File: src/rtl/text_glyph_fetch.sv
// Text-mode glyph fetch: walks text RAM and font ROM per pixel,
// overlays a blinking underline cursor and emits RGB with aligned timing.
module text_glyph_fetch #(
  parameter int          COLS         = 80,
  parameter int          ROWS         = 30,
  parameter int          ADDR_W       = 12,
  parameter int          BLINK_FRAMES = 30,
  parameter logic [23:0] FG           = 24'hFFFFFF,
  parameter logic [23:0] BG           = 24'h000000
) (
  input  logic              clk,
  input  logic              rst,
  input  logic              de_in,
  input  logic              hsync_in,
  input  logic              vsync_in,
  output logic [ADDR_W-1:0] text_addr,
  input  logic [7:0]        text_data,
  output logic [11:0]       font_addr,
  input  logic [7:0]        font_data,
  input  logic [6:0]        cursor_col,
  input  logic [4:0]        cursor_row,
  input  logic              cursor_en,
  output logic              de_out,
  output logic              hsync_out,
  output logic              vsync_out,
  output logic [23:0]       rgb
);

  localparam int BW = (BLINK_FRAMES > 2) ? $clog2(BLINK_FRAMES) : 1;
  localparam logic [BW-1:0]     BLINK_LAST = BW'(BLINK_FRAMES - 1);
  localparam logic [6:0]        COLS_C     = 7'(COLS);
  localparam logic [4:0]        ROWS_C     = 5'(ROWS);
  localparam logic [ADDR_W-1:0] COLS_A     = ADDR_W'(COLS);

  logic              vsync_q;
  logic              de_q;
  logic              vs_rise;
  logic              de_fall;
  logic              synced;
  logic              blink;
  logic [BW-1:0]     blink_cnt;

  logic [2:0]        sub_x;
  logic [6:0]        cell_col;
  logic [3:0]        glyph_row;
  logic [4:0]        text_row;
  logic [ADDR_W-1:0] line_base;

  logic [2:0]        s1_sub_x;
  logic [3:0]        s1_glyph_row;
  logic [6:0]        s1_col;
  logic [4:0]        s1_row;
  logic              s1_de;
  logic              s1_hs;
  logic              s1_vs;

  logic [2:0]        s2_sub_x;
  logic [3:0]        s2_glyph_row;
  logic [6:0]        s2_col;
  logic [4:0]        s2_row;
  logic              s2_de;
  logic              s2_hs;
  logic              s2_vs;

  logic              glyph_bit;
  logic              cursor_hit;
  logic              pix;
  logic              visible;
  logic [23:0]       rgb_next;

  assign vs_rise = vsync_in & ~vsync_q;
  assign de_fall = ~de_in & de_q;

  assign text_addr = line_base + ADDR_W'(cell_col);
  assign font_addr = {text_data, s1_glyph_row};

  always_ff @(posedge clk) begin
    if (rst) begin
      vsync_q   <= 1'b0;
      de_q      <= 1'b0;
      synced    <= 1'b0;
      blink     <= 1'b0;
      blink_cnt <= '0;
    end else begin
      vsync_q <= vsync_in;
      de_q    <= de_in;
      if (vs_rise) begin
        synced <= 1'b1;
        if (blink_cnt == BLINK_LAST) begin
          blink_cnt <= '0;
          blink     <= ~blink;
        end else begin
          blink_cnt <= blink_cnt + 1'b1;
        end
      end
    end
  end

  // Frame start outranks end-of-line when both land on one cycle.
  always_ff @(posedge clk) begin
    if (rst) begin
      sub_x     <= '0;
      cell_col  <= '0;
      glyph_row <= '0;
      text_row  <= '0;
      line_base <= '0;
    end else if (vs_rise) begin
      sub_x     <= '0;
      cell_col  <= '0;
      glyph_row <= '0;
      text_row  <= '0;
      line_base <= '0;
    end else if (de_fall) begin
      sub_x     <= '0;
      cell_col  <= '0;
      glyph_row <= glyph_row + 4'd1;
      if (glyph_row == 4'd15 && text_row < ROWS_C) begin
        text_row  <= text_row + 5'd1;
        line_base <= line_base + COLS_A;
      end
    end else if (de_in) begin
      sub_x <= sub_x + 3'd1;
      if (sub_x == 3'd7 && cell_col < COLS_C) begin
        cell_col <= cell_col + 7'd1;
      end
    end
  end

  always_ff @(posedge clk) begin
    if (rst) begin
      s1_sub_x     <= '0;
      s1_glyph_row <= '0;
      s1_col       <= '0;
      s1_row       <= '0;
      s1_de        <= 1'b0;
      s1_hs        <= 1'b0;
      s1_vs        <= 1'b0;
      s2_sub_x     <= '0;
      s2_glyph_row <= '0;
      s2_col       <= '0;
      s2_row       <= '0;
      s2_de        <= 1'b0;
      s2_hs        <= 1'b0;
      s2_vs        <= 1'b0;
    end else begin
      s1_sub_x     <= sub_x;
      s1_glyph_row <= glyph_row;
      s1_col       <= cell_col;
      s1_row       <= text_row;
      s1_de        <= de_in;
      s1_hs        <= hsync_in;
      s1_vs        <= vsync_in;
      s2_sub_x     <= s1_sub_x;
      s2_glyph_row <= s1_glyph_row;
      s2_col       <= s1_col;
      s2_row       <= s1_row;
      s2_de        <= s1_de;
      s2_hs        <= s1_hs;
      s2_vs        <= s1_vs;
    end
  end

  // Bit 7 of the glyph byte is the leftmost pixel.
  always_comb begin
    glyph_bit  = font_data[3'd7 - s2_sub_x];
    cursor_hit = cursor_en && blink
              && s2_col == cursor_col
              && s2_row == cursor_row
              && s2_glyph_row[3:1] == 3'b111;
    pix        = glyph_bit ^ cursor_hit;
    visible    = s2_de && synced
              && s2_col < COLS_C
              && s2_row < ROWS_C;
    rgb_next   = BG;
    if (visible && pix) begin
      rgb_next = FG;
    end
  end

  always_ff @(posedge clk) begin
    if (rst) begin
      de_out    <= 1'b0;
      hsync_out <= 1'b0;
      vsync_out <= 1'b0;
      rgb       <= BG;
    end else begin
      de_out    <= s2_de;
      hsync_out <= s2_hs;
      vsync_out <= s2_vs;
      rgb       <= rgb_next;
    end
  end

endmodule

File: config.mk
export PLATFORM = sky130hd
export DESIGN_NAME = text_glyph_fetch
export DESIGN_NICKNAME = d
export VERILOG_FILES = /design/src/rtl/text_glyph_fetch.sv
export SDC_FILE = /design/constraint.sdc
export NUM_CORES = 1
export LEC_CHECK = 0
export ABC_AREA = 1
export BUFFER_PORTS_ARGS = -buffer_cell sky130_fd_sc_hd__buf_2
export CAP_MARGIN = 40
export CORE_MARGIN = 2
export CORE_UTILIZATION = 45
export CTS_CLUSTER_DIAMETER = 60
export CTS_CLUSTER_SIZE = 24
export DETAILED_ROUTE_END_ITERATION = 8
export GPL_TIMING_DRIVEN = 0
export PLACE_DENSITY_LB_ADDON = 0.2
export SYNTH_ARGS = -nofsm -noshare
export SYNTH_HDL_FRONTEND = slang
export SYNTH_SLANG_ARGS = --single-unit
File: constraint.sdc
create_clock -name clk -period 1.4 [get_ports clk]
set_input_delay 0.28 -clock clk [delete_from_list [all_inputs] [get_ports clk]]
set_output_delay 0.28 -clock clk [all_outputs]
set_load 0.005 [all_outputs]
==> results.tsv <==
metric	value	unit
status	finished with violations	
violations	setup timing	
cp_slowest_cell	dfxtp_4	
via_count	3135	
avgSynthCellArea	7.31	um^2
dp.cells	695	
reg2regPathDepth	10	
grt_use_total	16.3	%
cp.required	1120	ps
avgRoutedWirePerCell	9.85	um
via_per_inst	4.33	
ant_nets	0	
cts_buffers	9	
areaGrowthSynthToFinish	26.3	%
dieArea	0.00911	mm^2
drt_first_pass_iters	4	
tightest_slew	507	ps
setup_violations	7	
drive_gt1_share	30.0	%
fin_ws	-604	ps
grt_pass1_wl	11700	um
cts.sinks	81	
grt_pass1_vias	2769	
critPathMaxFanout	2	
core_area	0.00818	mm^2
slew_headroom	66.2	%
gp_congestion	0.855	
htreeDepth	3	
path_cells	ha_4 -> fa_2 -> buf_4 -> buf_4 -> xor2_1 -> buf_2	
antenna_found_initial	0	
fmax	499	MHz
min_period	2000	ps
fillers	769	
max_stage_delay	360	ps
die-width	95.4	um
synth_warnings	0	
numPortBuffers	75	
antenna_cells	0	
ctsLongestPathBuffers	2	
grt_use_met1	20.1	%
critical-path-top-delay-family	adder cells	
cp-end-kind	output pin	
drt_iter0_markers	53	
p_total	4420	uW
grt_start_max_net_pins	25	
min_path_type	in2reg	
core.rowCount	33	
crit_arrival	1720	ps
period_share	143	%
path_depth	6	
rsz0062_at_grt	yes	
ys_seq_elements	81	
synth.distinct_cells	31	
synth_area	0.00376	mm^2
start_kind	register	
cts_tree	yes	
met3_usage	2.85	%
p_per_area	931	mW/mm^2
pin_count	85	
path_class	reg2out	
initial_utilization	46.0	%
routed_wl	7130	um
clock_latency	350	ps
yosysSeqAreaShare	43.1	%
final_cell_mix	inv_1, nand2_1, nor2_1, buf_2, dfxtp_1	
worst-path-buf-inv	3	
layout.cells.non_filler	724	
die_y	95.4	um
hold_viol	0	
synthCells	515	
finClkSkew	9.48	ps
maxCapViolCount	0	
cts.hold.buffers_added	0	
root_buffer	clkbuf_8	
drc	0	
p_leak	0.00231	uW
whs_path_depth	3	
clk_pin_slew_worst_paths	90	ps
drv_slew	0	
hpwlAfterDp	5390	um
grtUsageMet2	27.4	%
grt_overflow	0	
peakVddDrop	0.534	mV
top_usage_layer	met2	
cp_common_cell	buf_4	
nets	661	
synth_nets	561	
[layer usage]
layer	part of all wire, %	up-vias
met5	0	-
met4	2.2	0
met3	5.9	12
met2	45	72
met1	47	1332
li1	-	1719
[worst register-to-register path, cell delays in order (launching register included)]
cell and delay, ps:
dfxtp_2 360, ha_4 140, ha_4 120, nand2_2 50, inv_2 60, nand2_4 80, nor2_4 140, nand2_2 70
o21ai_2 130, nand2_1 60, nor2_1 90
[where the power goes]
| group | switching, uW | leakage, uW | internal [uW] |
|---|---|---|---|
| Clock | 834 | 0.000102 | 1000 |
| Sequential | 14.2 | 0.000662 | 2320 |
| Combinational | 144 | 0.00154 | 114 |
| Total | 992 | 0.00231 | 3430 |
[cells in the mapped netlist (all sizes together)]
cell type / number / area (um^2)
a211oi: 1 / 7.51
a21oi: 27 / 135
and3: 1 / 6.26
buf: 43 / 310
dfxtp: 81 / 1620
fa: 1 / 20.0
ha: 11 / 138
inv: 97 / 364
nand2: 100 / 393
nand3: 20 / 100
nand3b: 1 / 7.51
nand4: 6 / 37.5
nor2: 90 / 388
nor3: 3 / 15.0
nor3b: 2 / 15.0
nor4: 1 / 6.26
o21ai: 16 / 80.1
o41ai: 1 / 8.76
or2: 2 / 12.5
xnor2: 3 / 26.3
xor2: 8 / 70.1
[layout make-up]
cell class	instances	area (um^2)	area share [%]
Clock buffer	9	124	2.61
Inverter	97	364	7.66
Timing Repair Buffer	89	497	10.5
Buffer	43	313	6.58
Tap cell	105	131	2.76
Sequential cell	81	1650	34.7
Multi-Input combinational cell	294	1580	33.3
Clock inverter	6	92.6	1.95
[path summary, 6_finish.rpt]
kind,startpoint,end,slack (ps)
setup / recovery,line_base[4],text_addr[6],-600
hold / removal,hsync_in,s1_hs,130
setup reg to reg,sub_x[0],cell_col[5],40
hold reg to reg,s1_row[4],s2_row[4],400
[repair_timing]
action / in CTS / in global routing
pin swaps: 3 / 8
setup endpoints to repair: 36 / 52
buffers inserted: 6 / 8
gates resized for setup: 20 / 19
hold endpoints to repair: 0 / 0
[sequential cells by signal, indices dropped and copies added (netlist names), 3 cells and up]
register      count
s1_col            7
cell_col          7
s2_glyph_row      3
s2_col            7
blink_cnt         5
glyph_row         4
s2_row            5
line_base         8
s1_glyph_row      4
s2_sub_x          3
s1_sub_x          3
s1_row            5
sub_x             3
text_row          5
[metrics by stage]
stage | TNS, ps | utilization [%] | hold WS, ps | cell area [um^2] | setup slack, ps
global placement | -1090 | 52.5 | 393 | 4290 | -223
finish | -3250 | 58.1 | 130 | 4750 | -604
floorplan | -71.2 | - | 362 | 3780 | -62.9
global route | -3810 | 58.1 | 139 | 4750 | -674
CTS | -3310 | 56.5 | 113 | 4620 | -612
detailed placement | -1210 | 52.5 | 394 | 4290 | -227
[kinds of logic after synthesis]
logic type      after synthesis  synth area share, %
fa+ha+maj                    12                 4.19
simple gates                226                 26.1
xor+xnor                     11                 2.56
compound gates               45                 6.15
flops                        81                 43.1
buf+inv                     140                 17.9
(Power assumes the default switching activity.)
